## src/rtl/demux_dispatch_pkg.sv

```systemverilog
// Shared constants and types for the demux dispatch controller.
// Entry layout in the FIFO is {dest, data}, with dest in the MSBs.
package demux_dispatch_pkg;

  localparam int NUM_OUTPUT = 15;
  localparam int SEL_WIDTH  = 4;
  localparam int DATA_WIDTH = 4;
  localparam int DEPTH      = 4;

  localparam int ADDR_W  = $clog2(DEPTH);
  localparam int FILL_W  = $clog2(DEPTH + 1);
  localparam int ENTRY_W = SEL_WIDTH + DATA_WIDTH;

  // What the head-of-queue entry does this cycle
  typedef enum logic [1:0] {
    ACT_IDLE,
    ACT_STALL,
    ACT_ISSUE,
    ACT_DROP
  } head_act_e;

endpackage

```

## src/rtl/sync_fifo_param.sv

```systemverilog
// Small first-word-fall-through FIFO: head entry is visible combinationally,
// occupancy tracked separately from the wrapping pointers, synchronous flush.
module sync_fifo_param #(
  parameter int DEPTH = demux_dispatch_pkg::DEPTH,
  parameter int WIDTH = demux_dispatch_pkg::ENTRY_W
) (
  input  logic                         clk,
  input  logic                         rst_n,
  input  logic                         flush,
  input  logic                         push,
  input  logic                         pop,
  input  logic [WIDTH-1:0]             wdata,
  output logic [WIDTH-1:0]             rdata,
  output logic [$clog2(DEPTH+1)-1:0]   fill,
  output logic                         full,
  output logic                         empty
);
  import demux_dispatch_pkg::*;

  localparam int AW = $clog2(DEPTH);
  localparam int FW = $clog2(DEPTH + 1);

  logic [WIDTH-1:0] mem [DEPTH];
  logic [AW-1:0]    wr_ptr_reg;
  logic [AW-1:0]    rd_ptr_reg;
  logic [FW-1:0]    fill_reg;

  always_ff @(posedge clk) begin
    if (push) mem[wr_ptr_reg] <= wdata;
  end

  // Pointers wrap naturally because DEPTH is a power of two
  always_ff @(posedge clk or negedge rst_n) begin
    if (!rst_n) begin
      wr_ptr_reg <= '0;
      rd_ptr_reg <= '0;
      fill_reg   <= '0;
    end else if (flush) begin
      wr_ptr_reg <= '0;
      rd_ptr_reg <= '0;
      fill_reg   <= '0;
    end else begin
      if (push) wr_ptr_reg <= wr_ptr_reg + AW'(1);
      if (pop)  rd_ptr_reg <= rd_ptr_reg + AW'(1);
      case ({push, pop})
        2'b10:   fill_reg <= fill_reg + FW'(1);
        2'b01:   fill_reg <= fill_reg - FW'(1);
        default: fill_reg <= fill_reg;
      endcase
    end
  end

  assign rdata = mem[rd_ptr_reg];
  assign fill  = fill_reg;
  assign full  = (fill_reg == FW'(DEPTH));
  assign empty = (fill_reg == '0);

endmodule

```

## src/rtl/demux_dispatch_ctrl.sv

```systemverilog
// Buffers (dest, data) requests and issues them in order to a demux with a
// one-hot lane strobe. Optional drop counter: define DEMUX_DISPATCH_ERR_CNT_EN.
module demux_dispatch_ctrl #(
  parameter int NUM_OUTPUT = demux_dispatch_pkg::NUM_OUTPUT,
  parameter int SEL_WIDTH  = demux_dispatch_pkg::SEL_WIDTH,
  parameter int DATA_WIDTH = demux_dispatch_pkg::DATA_WIDTH,
  parameter int DEPTH      = demux_dispatch_pkg::DEPTH
) (
  input  logic                         clk,
  input  logic                         rst_n,
  input  logic                         flush,
  input  logic                         in_valid,
  output logic                         in_ready,
  input  logic [SEL_WIDTH-1:0]         in_dest,
  input  logic [DATA_WIDTH-1:0]        in_data,
  input  logic [NUM_OUTPUT-1:0]        dst_ready,
  output logic [SEL_WIDTH-1:0]         sel,
  output logic [DATA_WIDTH-1:0]        data_out,
  output logic [NUM_OUTPUT-1:0]        lane_strobe,
  output logic [$clog2(DEPTH+1)-1:0]   fill,
  output logic                         err_sticky,
`ifdef DEMUX_DISPATCH_ERR_CNT_EN
  output logic [7:0]                   err_cnt,
`endif
  input  logic                         err_clr
);
  import demux_dispatch_pkg::*;

  localparam int EW = SEL_WIDTH + DATA_WIDTH;

  logic                  push;
  logic                  pop;
  logic                  fifo_full;
  logic                  fifo_empty;
  logic [EW-1:0]         head;
  logic [SEL_WIDTH-1:0]  head_dest;
  logic [DATA_WIDTH-1:0] head_data;
  logic [NUM_OUTPUT-1:0] head_onehot;
  head_act_e             act;

  // No full-bypass: a same-cycle pop never opens the input
  assign in_ready = !fifo_full && !flush;
  assign push     = in_valid && in_ready;

  sync_fifo_param #(
    .DEPTH (DEPTH),
    .WIDTH (EW)
  ) u_fifo (
    .clk   (clk),
    .rst_n (rst_n),
    .flush (flush),
    .push  (push),
    .pop   (pop),
    .wdata ({in_dest, in_data}),
    .rdata (head),
    .fill  (fill),
    .full  (fifo_full),
    .empty (fifo_empty)
  );

  assign {head_dest, head_data} = head;

  generate
    for (genvar gi = 0; gi < NUM_OUTPUT; gi++) begin : g_onehot
      assign head_onehot[gi] = (head_dest == SEL_WIDTH'(gi));
    end
  endgenerate

  always_comb begin
    act = ACT_IDLE;
    if (!flush && !fifo_empty) begin
      if (32'(head_dest) >= NUM_OUTPUT)       act = ACT_DROP;
      else if (|(head_onehot & dst_ready))    act = ACT_ISSUE;
      else                                    act = ACT_STALL;
    end
  end

  assign pop = (act == ACT_ISSUE) || (act == ACT_DROP);

  always_ff @(posedge clk or negedge rst_n) begin
    if (!rst_n) begin
      sel         <= '0;
      data_out    <= '0;
      lane_strobe <= '0;
    end else begin
      lane_strobe <= '0;
      if (act == ACT_ISSUE) begin
        sel         <= head_dest;
        data_out    <= head_data;
        lane_strobe <= head_onehot;
      end
    end
  end

  // A drop in the same cycle as err_clr leaves the flag set
  always_ff @(posedge clk or negedge rst_n) begin
    if (!rst_n)                err_sticky <= 1'b0;
    else if (act == ACT_DROP)  err_sticky <= 1'b1;
    else if (err_clr)          err_sticky <= 1'b0;
  end

`ifdef DEMUX_DISPATCH_ERR_CNT_EN
  always_ff @(posedge clk or negedge rst_n) begin
    if (!rst_n) begin
      err_cnt <= '0;
    end else if (act == ACT_DROP) begin
      if (err_clr)                err_cnt <= 8'd1;
      else if (err_cnt != 8'hFF)  err_cnt <= err_cnt + 8'd1;
    end else if (err_clr) begin
      err_cnt <= '0;
    end
  end
`endif

endmodule

```

## config.mk

```make
export PLATFORM = sky130hd
export DESIGN_NAME = demux_dispatch_ctrl
export DESIGN_NICKNAME = d
export VERILOG_FILES = /design/src/rtl/demux_dispatch_pkg.sv /design/src/rtl/sync_fifo_param.sv /design/src/rtl/demux_dispatch_ctrl.sv
export SDC_FILE = /design/constraint.sdc
export NUM_CORES = 1
export LEC_CHECK = 0
export CAP_MARGIN = 20
export CORE_UTILIZATION = 40
export DETAILED_ROUTE_END_ITERATION = 12
export HOLD_SLACK_MARGIN = 0.06
export PLACE_DENSITY_LB_ADDON = 0.15
export SETUP_SLACK_MARGIN = 0.5
export SLEW_MARGIN = 0
export SYNTH_ARGS = -nofsm -noshare
export SYNTH_HDL_FRONTEND = slang
export SYNTH_SLANG_ARGS = --single-unit
```

## constraint.sdc

```tcl
create_clock -name clk -period 4 [get_ports clk]
set_input_delay 0.8 -clock clk [delete_from_list [all_inputs] [get_ports clk]]
set_output_delay 0.8 -clock clk [all_outputs]
set_load 0.05 [all_outputs]
```

[Word-level counts from Yosys, hierarchy flattened]
Memory sizes are Yosys's and may differ from the RTL's.
Index checks and enable logic that the tools add are counted.
Word-level totals
  memory bits (read-only): 0
  logic and storage cells: 61
  output and inout port bits: 28
  bits in registers: 31
  bits in latches: 0
  bits of input ports: 28
  memories kept: 1
  memory bits (writable): 32
Memory list
  u_fifo.mem: depth 4, bits a word 8, read ports 1, clocked after Yosys merged registers in 0, wr ports 1, RTL line sync_fifo_param.sv:23  | logic [WIDTH-1:0] mem [DEPTH];
Cells by class
  muxes and demuxes: 14
  shift operators: 0
  $lt $le $gt $ge: 1
  bitwise operators: 1
  reductions and logical operators: 14
  multipliers: 0
  div/mod/pow operators: 0
  add/subtract/negate cells: 4
  equal/unequal tests: 19
Operators with widths (number)
  equality test 4 bit, second input constant: 7
  equality test 4 x 3 -> 1 bit, second input constant: 4
  bitwise AND 15 bit: 1
  2-to-1 mux 15 bit: 1
  OR reduction 15 bit: 1
  2-to-1 mux 2 bit: 7
  equality test 4 x 2 -> 1 bit, second input constant: 2
  equality test 2 bit, second input constant: 3
  one-hot mux 3 bit (2 select lines): 1
  nonzero test 2 bit: 3
  adder 2 x 1 -> 2 bit, second input constant: 2
  equality test 4 x 1 -> 1 bit, second input constant: 1
  >= comparator 4 bit, second input constant: 1
  zero test 4 bit: 1
  2-to-1 mux 1 bit: 4
  adder 3 x 1 -> 3 bit, second input constant: 1
  equality test 3 bit, second input constant: 1
  logical AND 1 bit: 3
  zero test 1 bit: 3
  zero test 3 bit: 1
  2-to-1 mux 3 bit: 1
  nonzero test 3 bit: 1
  subtractor 3 x 1 -> 3 bit, second input constant: 1
  equality test 2 x 1 -> 1 bit, second input constant: 1
  logical OR 1 bit: 1

[Depth between registers and ports, before layout]
Gate-level depths: netlist (run 1).
An unclocked memory read counts as a cell.
  word-level depth: 12
  gate-level depth with buffers: 14

[Cells and area by module]
A second synthesis (run 1) with hierarchy kept.
Unflattened totals
  cells, all modules: 181
  area total of the unflattened synthesis: 2740.1 sq um
Modules (own cells, without submodules)
  sync_fifo_param: cells an instance 83, sequential area each 1136.1 sq um, times used 1, area each 1596.5 sq um
  demux_dispatch_ctrl: cells an instance 98, sequential area each 600.6 sq um, times used 1, area each 1143.6 sq um

[Worst setup path before layout (run 1)]
OpenSTA, ideal clock, no wires.
  path type: register to register
  start: reg u_fifo.fill_reg[1], in the netlist u_fifo.fill[1]
  end: reg u_fifo.fill_reg[2], in the netlist u_fifo.fill[2]
  arrival: 3.298 ns
  cell stages (with the launch flop): 9
  slack: 0.607 ns
  library setup time: 0.095 ns
  required time: 3.905 ns
  path through: dfrtp_1 -> nor2_1 -> a21oi_1 -> and2_1 -> clkbuf_1 -> nor2_1 -> fa_1 -> or3_1 -> a221oi_2
RTL lines
  start: declaration: RTL line sync_fifo_param.sv:26  | logic [FW-1:0] fill_reg;
  start signal: assignment: RTL line sync_fifo_param.sv:46  | 2'b10: fill_reg <= fill_reg + FW'(1);
  start signal: assignment: RTL line sync_fifo_param.sv:47  | 2'b01: fill_reg <= fill_reg - FW'(1);
  start signal: assignment: RTL line sync_fifo_param.sv:48  | default: fill_reg <= fill_reg;
  equality test 3 bit *: RTL line sync_fifo_param.sv:55  | assign full = (fill_reg == FW'(DEPTH));
  zero test 1 bit *: RTL line demux_dispatch_ctrl.sv:42  | assign in_ready = !fifo_full && !flush;
  logical AND 1 bit *: RTL line demux_dispatch_ctrl.sv:42
  named net in_ready: RTL line demux_dispatch_ctrl.sv:13  | output logic in_ready,
  logical AND 1 bit *: RTL line demux_dispatch_ctrl.sv:43  | assign push = in_valid && in_ready;
  equality test 2 x 1 -> 1 bit / equality test 2 bit (equally long branches): RTL line sync_fifo_param.sv:45  | case ({push, pop})
  one-hot mux 3 bit (2 select lines): RTL line sync_fifo_param.sv:45
  2-to-1 mux 3 bit: RTL line sync_fifo_param.sv:38  | end else if (flush) begin
The timed path passes the listed nets; every way through them passes the cells marked *.
A chain may end at the register's enable or synchronous reset.

[Worst setup path in the final report (run 1)]
  start: reg u_fifo.rd_ptr_reg[0]
  end: reg u_fifo.fill_reg[2], in the netlist u_fifo.fill[2]
On the way
  cells in the longest elaborated chain, start to end: 12
Ends and longest elaborated chain
  start: declaration: RTL line sync_fifo_param.sv:25  | logic [AW-1:0] rd_ptr_reg;
  start signal: assignment: RTL line sync_fifo_param.sv:44  | if (pop) rd_ptr_reg <= rd_ptr_reg + AW'(1);
  memory (4 x 8 bit) *
  equality test 4 x 1 -> 1 bit, or another cell as far along: RTL line demux_dispatch_ctrl.sv:65  | assign head_onehot[gi] = (head_dest == SEL_WIDTH'(gi));
  bitwise AND 15 bit: RTL line demux_dispatch_ctrl.sv:73  | else if (|(head_onehot & dst_ready)) act = ACT_ISSUE;
  OR reduction 15 bit: RTL line demux_dispatch_ctrl.sv:73
  2-to-1 mux 2 bit: RTL line demux_dispatch_ctrl.sv:73
  2-to-1 mux 2 bit *: RTL line demux_dispatch_ctrl.sv:72  | if (32'(head_dest) >= NUM_OUTPUT) act = ACT_DROP;
  2-to-1 mux 2 bit *: RTL line demux_dispatch_ctrl.sv:71  | if (!flush && !fifo_empty) begin
  equality test 2 bit: RTL line demux_dispatch_ctrl.sv:78  | assign pop = (act == ACT_ISSUE) || (act == ACT_DROP);
  logical OR 1 bit *: RTL line demux_dispatch_ctrl.sv:78
  equality test 2 x 1 -> 1 bit / equality test 2 bit (equally long branches): RTL line sync_fifo_param.sv:45
  one-hot mux 3 bit (2 select lines): RTL line sync_fifo_param.sv:45
  2-to-1 mux 3 bit: RTL line sync_fifo_param.sv:38
Mark *: on every way between the ends. The rest lies on a longest branch, timed or not.

==> results.md, run 1 <==
- Result of the run: finished clean
- Area of the multi-input gates: 1070 um^2
- Unrepaired setup endpoints after global routing: no
- Share of power burned in combinational logic: 32.4%
- Register area share after synthesis: 60.9%
- Hold violation total from the final report: 0
- Reg with most FFs: u_fifo.mem
- Std-Cell Core Area: 6830 um^2
- Mean Syn Cell Area: 14.3 um^2
- Dominant register cell in the synthesized netlist: edfxtp_1
- Flip-flop and latch count after synthesis: 63
- Setup-violating endpoint count in the final report: 0
- Max cap viols: 0
- Proportion of layout cells with a drive suffix above 1: 18.2%
- Pleak: 0.00142 uW
- Crit share post-route: 82.6%
- Number of buffers between clock root and the deepest sink: 2
- Endpoint kind of the worst setup timing path: flop
- Number of buffers created by CTS: 9
- GRT Overall Usage: 17.6%
- Cell internal pwr: 1230 uW
- Die area: 7470 um^2
- Sequential cell area in the final layout: 1740 um^2
- Destination of the worst register-to-register timing path: u_fifo.fill[2]
- Setup total negative slack: 0 ns
- Number of vias per cell after detailed routing: 5.16
- Hold-critical path depth: 2
- Smallest hold slack: 0.486 ns
- FP Rows: 30
- Post-DR wirelength/cell: 16.6 um
- Registers with the most flip-flops: u_fifo.mem: 32 flops, lane_strobe: 15 flops
- Initial antenna violation count: 0
- Skew-Pair Late Insertion Delay: 0.35 ns
- Worst Reg-to-Reg Cells: 10
- Syn_nets: 233
- Clock tree from TritonCTS: built
- I/O pin total: 56
- Remaining global-route overflow: 0
- Slew @ Worst Pin: 0.510 ns
- Slack of the worst reg-to-reg path: 0.70 ns
- Largest net degree at the start of global routing: 32
- Fraction of met1 tracks used by global routing: 21.5%
- Startpoint type of the worst setup path: flop
- Number of design-rule violations left by the first detailed-router iteration: 78
- Synth warnings: 0
- Total routed wirelength: 6170 um
- Category of the critical setup timing path: reg -> reg
- Number of synthesized flops with an enable pin: 32
- Cell Pwr Density: 510 nW/um^2
- Number of DRC violations after detailed routing: 0
- Xor/xnor cell area share of the yosys netlist: 0.615%
- Routed vias: 1916
- Post-detailed-placement cell area: 3490 um^2
- Multiplexer area fraction after synthesis: 12.9%
- Smallest setup slack after layout: 0.697 ns
- IR Drop Worst-Case VDD: 0.231 mV
- Horizontal die dimension: 86.4 um
- Net count of the finished layout: 303
- Clock network fraction of total power: 25.5%
- Layout filler cell count: 589
- Post-Layout Inst Area: 3740 um^2
- Origin of the worst min-delay path: sel[1]
- Antenna cell count: 0
- Number of iterations in the first detailed-routing pass: 4
- Grt peak-use layer: met2
- CTS root buf: clkbuf_8
- Async set-or-reset flop fraction in the synthesized netlist: 49.2%
- Vias in the first global route: 1874
- Sw Pwr: 681 uW
- Utilization after layout: 54.8%
- Number of pins exceeding their max-slew limit in the final report: 0
- Worst slack at placement: 0.455 ns
- Area overhead of the layout relative to synthesis: 31.4%
- Synth Area in Adders: 2.46%
- Global-route met3 utilization: 4.48%
- Effective utilization at floorplan: 41.7%
- Post-CTS clock slew at the launch and capture registers of the worst setup and hold paths: 0.07 ns
- Die height: 86.4 um
- HPWL after detailed placement: 4120 um
- Worst hold endpoint: sel[1]
- Min-Delay Path Class: reg -> reg
- Data arrival time of the critical path: 3.56 ns
- Number of port buffers: 55
- Slew Limit Headroom: 65.9%
- Met2 Track Usage GR: 28.1%
- Instance count of the mapped netlist: 200
- Final estimated routing congestion in global placement: 0.774
- Largest family of logic cells by synthesized area: simple AND/OR/NAND/NOR gates
- Detail Route Antenna Nets: 0
- Basic-gate share of the synthesized area counting and, or, nand and nor cells: 14.7%
- Number of distinct library cells after synthesis: 49
- Post-synthesis instance area: 2850 um^2
- F_max: 303 MHz
- Wire length of the first global-routing pass: 9440 um
- Sequential power share: 42.1%
- Worst reg2reg startpoint: u_fifo.rd_ptr_reg[0]
- Data required, critical path: 4.26 ns
- Highest fanout seen on the critical path: 12
- Worst clock skew on the final layout: 0.00877 ns
- Sink count of the clock tree: 63
- Complex-gate fraction of the synthesized area: 5.75%
- Sw frac: 35.6%
- Tmin final: 3.30 ns
- H-tree Lvls: 3
- Max reg flops: 32
## power by group through the flow
stage / Combinational, uW / Clock, uW / Sequential (uW)
3_5_place_dp: 594 / 0 / 816
5_1_grt: 659 / 523 / 817
2_1_floorplan: 266 / 0 / 960
3_3_place_gp: 592 / 0 / 815
6_report: 619 / 487 / 805
4_1_cts: 596 / 498 / 804
## critical path, cell delays in order, from the launching register on
cell and delay [ns]:
dfrtp_4 0.55, mux4_2 0.62, mux2_2 0.30, nand3_1 0.08
o311a_2 0.22, nand4_4 0.17, nand2_4 0.15, nor2_1 0.06
fa_1 0.42, or3_1 0.40, a221oi_2 0.24
## layout by cell type (no fill, tap or decap), types with 2 or more instances in the layout
cell             instances
nor3_1                   6
edfxtp_1                32
dfrtp_1                 29
a21o_1                   2
and3_1                   4
ha_1                     4
nand2_1                  8
nor2_1                  22
nand3b_1                 2
nand3_1                  5
a21oi_1                  4
mux2i_1                  3
mux4_1                   3
clkdlybuf4s50_1         55
clkbuf_8                 9
or3_1                    2
clkinvlp_4               3
nand2b_1                 4
a211oi_1                 2
mux2_2                   3
nor2b_1                 10
o21ai_0                  6
buf_4                   11
mux4_2                   8
mux2_1                   5
inv_1                    3
## metal layers
metal	vias to the layer above	routed length, um
li1	890	-
met1	949	2700
met2	63	2990
met3	14	314
met4	0	158
met5	-	0
## metrics by stage
| stage | total power (uW) | instances |
|---|---|---|
| global placement | 1410 | 347 |
| floorplan | 1230 | 200 |
| global route | 2000 | 371 |
| CTS | 1900 | 363 |
| finish | 1910 | 371 |
| detailed placement | 1410 | 347 |
## cells in the mapped netlist (2+ instances only)
| cell type | count | share of area, % |
|---|---|---|
| inv_1 | 3 | 0.40 |
| nand3b_1 | 2 | 0.53 |
| nor2b_1 | 10 | 2.2 |
| nand3_1 | 5 | 0.88 |
| edfxtp_1 | 32 | 34 |
| and3_1 | 4 | 0.88 |
| mux2_2 | 3 | 1.2 |
| mux4_1 | 2 | 1.8 |
| a21o_1 | 2 | 0.53 |
| mux4_2 | 8 | 6.3 |
| nor2_1 | 22 | 2.9 |
| mux2_1 | 5 | 2.0 |
| or3_1 | 2 | 0.44 |
| buf_2 | 2 | 0.35 |
| buf_6 | 4 | 1.6 |
| dfrtp_1 | 31 | 27 |
| nand2b_1 | 4 | 0.88 |
| nand2_1 | 8 | 1.1 |
| ha_1 | 4 | 1.8 |
| a211oi_1 | 2 | 0.53 |
| clkbuf_1 | 2 | 0.26 |
| o21ai_0 | 6 | 1.1 |
| nor3_1 | 6 | 1.1 |
| mux2i_1 | 3 | 1.1 |
| a21oi_1 | 4 | 0.70 |
## cells by family (layout without fill, tap and decap cells)
group,Yosys count,count (layout)
AND/OR/NAND/NOR,74,74
XOR/XNOR,2,2
flip-flops,63,63
adder cells (fa/ha/maj),5,5
AO/OA/AOI/OAI,23,23
buffers and inverters,11,85
multiplexers,22,23
## layout make-up
class                      count  area share [%]
clock buffer                   9            3.31
clock inverter                 7            1.30
inverter                       3           0.301
multi-input combinational    127            28.5
sequential                    63            46.5
tap                           96            3.21
timing repair buffer          66            16.9
## how the worst max path moves through the flow
stage	slack, ns	depth (start not counted)	end	startpoint
2_1_floorplan	0.61	8	u_fifo.fill[2]	u_fifo.fill[1]
3_3_place_gp	0.52	10	u_fifo.fill[2]	u_fifo.rd_ptr_reg[0]
3_5_place_dp	0.45	10	u_fifo.fill[2]	u_fifo.rd_ptr_reg[0]
4_1_cts	0.60	10	u_fifo.fill[2]	u_fifo.rd_ptr_reg[0]
5_1_grt	0.54	10	u_fifo.fill[2]	u_fifo.rd_ptr_reg[0]
6_report	0.70	10	u_fifo.fill[2]	u_fifo.rd_ptr_reg[0]
## what timing repair did
| item | 4_1_cts | 5_1_grt |
|---|---|---|
| pin swaps | 0 | 0 |
| hold buffers | 0 | 0 |
| resized for setup | 1 | 2 |
| gates cloned | 0 | 1 |
| hold endpoints to repair | 0 | 0 |
| buffers inserted | 0 | 7 |
| setup endpoints to repair | 1 | 2 |
No activity file was read; power rests on OpenSTA's default activity.
==> run 2, diff against run 1 <==
==> constraint.sdc (replaced) <==
create_clock -name clk -period 3.11 [get_ports clk]
set_input_delay 0.622 -clock clk [delete_from_list [all_inputs] [get_ports clk]]
set_output_delay 0.622 -clock clk [all_outputs]
set_load 0.05 [all_outputs]
==> results.md, run 2 (synthesis results as in run 1) <==
- Cell class contributing the biggest share of worst-path delay: multiplexers
- Net count of the finished layout: 319
- Hold-fix buffers at CTS: 0
- Area overhead of the layout relative to synthesis: 40.1%
- Area of the multi-input gates: 1140 um^2
- Number of iterations in the first detailed-routing pass: 4
- Most used cells in the layout excluding fill and tap cells: clkdlybuf4s50_1 (54), edfxtp_1 (32), dfrtp_1 (29), buf_4 (24), nor2_1 (21)
- Horizontal die dimension: 86.4 um
- Worst reg2reg startpoint: u_fifo.rd_ptr_reg[0]
- Number of DRC violations after detailed routing: 0
- Vias in the first global route: 2025
- Final estimated routing congestion in global placement: 0.780
- F_max: 351 MHz
- Most common cell after layout, fill and taps aside: clkdlybuf4s50_1
- Post-DR wirelength/cell: 16.2 um
- Critical path depth in cells: 10
- Die area: 7470 um^2
- Setup total negative slack: 0 ns
- Layout filler cell count: 562
- Cell-by-cell trace of the critical path: mux4_2 > mux2_4 > nand3_2 > o311a_4 > nand4_4 > nand2_4 > nor2_2 > fa_2 > or3_4 > a221oi_2
- GRT Overall Usage: 18.7%
- Worst clock skew on the final layout: 0.00792 ns
- Clock network fraction of total power: 28.9%
- Critical path origin: u_fifo.rd_ptr_reg[0]
- Number of buffers created by CTS: 9
- Number of buffers between clock root and the deepest sink: 2
- CP peak stage delay: 0.60 ns
- IR Drop Worst-Case VDD: 0.338 mV
- Initial antenna violation count: 0
- Sequential power share: 37.5%
- Remaining global-route overflow: 0
- Highest-delay cell along the critical path: mux4_2
- Origin of the worst min-delay path: sel[1]
- Skew-Pair Late Insertion Delay: 0.34 ns
- Slew @ Worst Pin: 0.507 ns
- Sw Pwr: 917 uW
- Hold-critical path depth: 2
- Number of port buffers: 55
- Number of buffers and inverters on the critical path: 0
- Number of pins exceeding their max-slew limit in the final report: 0
- Number of design-rule violations left by the first detailed-router iteration: 125
- Hold violation total from the final report: 0
- Worst Reg-to-Reg Cells: 10
- Sink count of the clock tree: 63
- Startpoint type of the worst setup path: flop
- Die height: 86.4 um
- Post-route insts no fill: 387
- Clock tree from TritonCTS: built
- Total instance count after detailed placement: 357
- Proportion of layout cells with a drive suffix above 1: 26.1%
- FP Rows: 30
- Max cap viols: 0
- Registers with the most flip-flops: u_fifo.mem: 32 flops, lane_strobe: 15 flops
- Total routed wirelength: 6260 um
- Sw frac: 33.5%
- Std-Cell Core Area: 6830 um^2
- Highest fanout seen on the critical path: 7
- Category of the critical setup timing path: reg -> reg
- Slack of the worst reg-to-reg path: 0.26 ns
- Post-CTS clock slew at the launch and capture registers of the worst setup and hold paths: 0.08 ns
- Cell Pwr Density: 685 nW/um^2
- Utilization after layout: 58.4%
- Crit share post-route: 91.7%
- Wire length of the first global-routing pass: 10300 um
- HPWL after detailed placement: 4210 um
- Pleak: 0.00157 uW
- Number of vias per cell after detailed routing: 5.14
- Unrepaired setup endpoints after global routing: yes
- Data arrival time of the critical path: 3.11 ns
- Slew Limit Headroom: 66.1%
- Effective utilization at floorplan: 41.7%
- Data required, critical path: 3.37 ns
- H-tree Lvls: 3
- Setup-violating endpoint count in the final report: 0
- CTS root buf: clkbuf_8
- Share of power burned in combinational logic: 33.6%
- Routed vias: 1991
- Detail Route Antenna Nets: 0
- Tmin final: 2.85 ns
- Endpoint kind of the worst setup timing path: flop
- Sequential cell area in the final layout: 1740 um^2
- Max reg flops: 32
- Antenna cell count: 0
- I/O pin total: 56
- Largest net degree at the start of global routing: 32
- Min-Delay Path Class: reg -> reg
- Cell internal pwr: 1820 uW
- Reg with most FFs: u_fifo.mem
- Result of the run: finished clean
[run 2: worst register-to-register path, stage by stage, from the launching register on]
cell and delay (ns):
dfrtp_2 0.46, mux4_2 0.60, mux2_4 0.33, nand3_2 0.08, o311a_4 0.19, nand4_4 0.09, nand2_4 0.08, nor2_2 0.04
fa_2 0.34, or3_4 0.33, a221oi_2 0.23
[run 2: routing by layer]
metal / global-route usage (%) / routed length (um)
met5: 0 / 0
met1: 25.3 / 2810
met4: 7.27 / 138
met3: 6.00 / 458
met2: 28.4 / 2860
[run 2: per-stage QoR]
step           hold slack [ns]  power [uW]  worst slack, ns  instance area, um^2
6_report                 0.483        2740            0.260                 3990
5_1_grt                  0.515        2860            0.130                 3990
3_3_place_gp             0.478        1860           0.0886                 3590
3_5_place_dp             0.473        1870           0.0418                 3590
4_1_cts                  0.489        2710            0.216                 3930
2_1_floorplan            0.326        1580            0.135                 2870
[run 2: path summary, 6_finish.rpt]
kind | endpoint
max reg2reg | u_fifo.fill[2]
min reg2reg | sel[1]
max in group asynchronous | u_fifo.rd_ptr_reg[0]
min in group asynchronous | data_out[2]
max | u_fifo.fill[2]
min | sel[1]
[run 2: cell type report]
class,instances,area share [%]
clock buffers,9,3.10
clock inverters,7,2.38
inverters,3,0.282
multi-input cells,128,28.5
flip-flops and latches,63,43.6
well taps,96,3.01
repair buffers,81,19.1
[run 2: power by group through the flow]
stage                     logic [uW]  registers, uW  clock network [uW]
final                            918           1030                 791
after global routing             974           1040                 843
after CTS                        884           1030                 799
after detailed placement         824           1040                   0
after global placement           822           1040                   0
after floorplan                  350           1230                   0
[run 2: what timing repair did]
action / in CTS / in global routing
gates cloned: 2 / 0
setup buffers: 8 / 4
pin swaps: 6 / 4
setup endpoints to repair: 9 / 10
gates resized for setup: 8 / 10
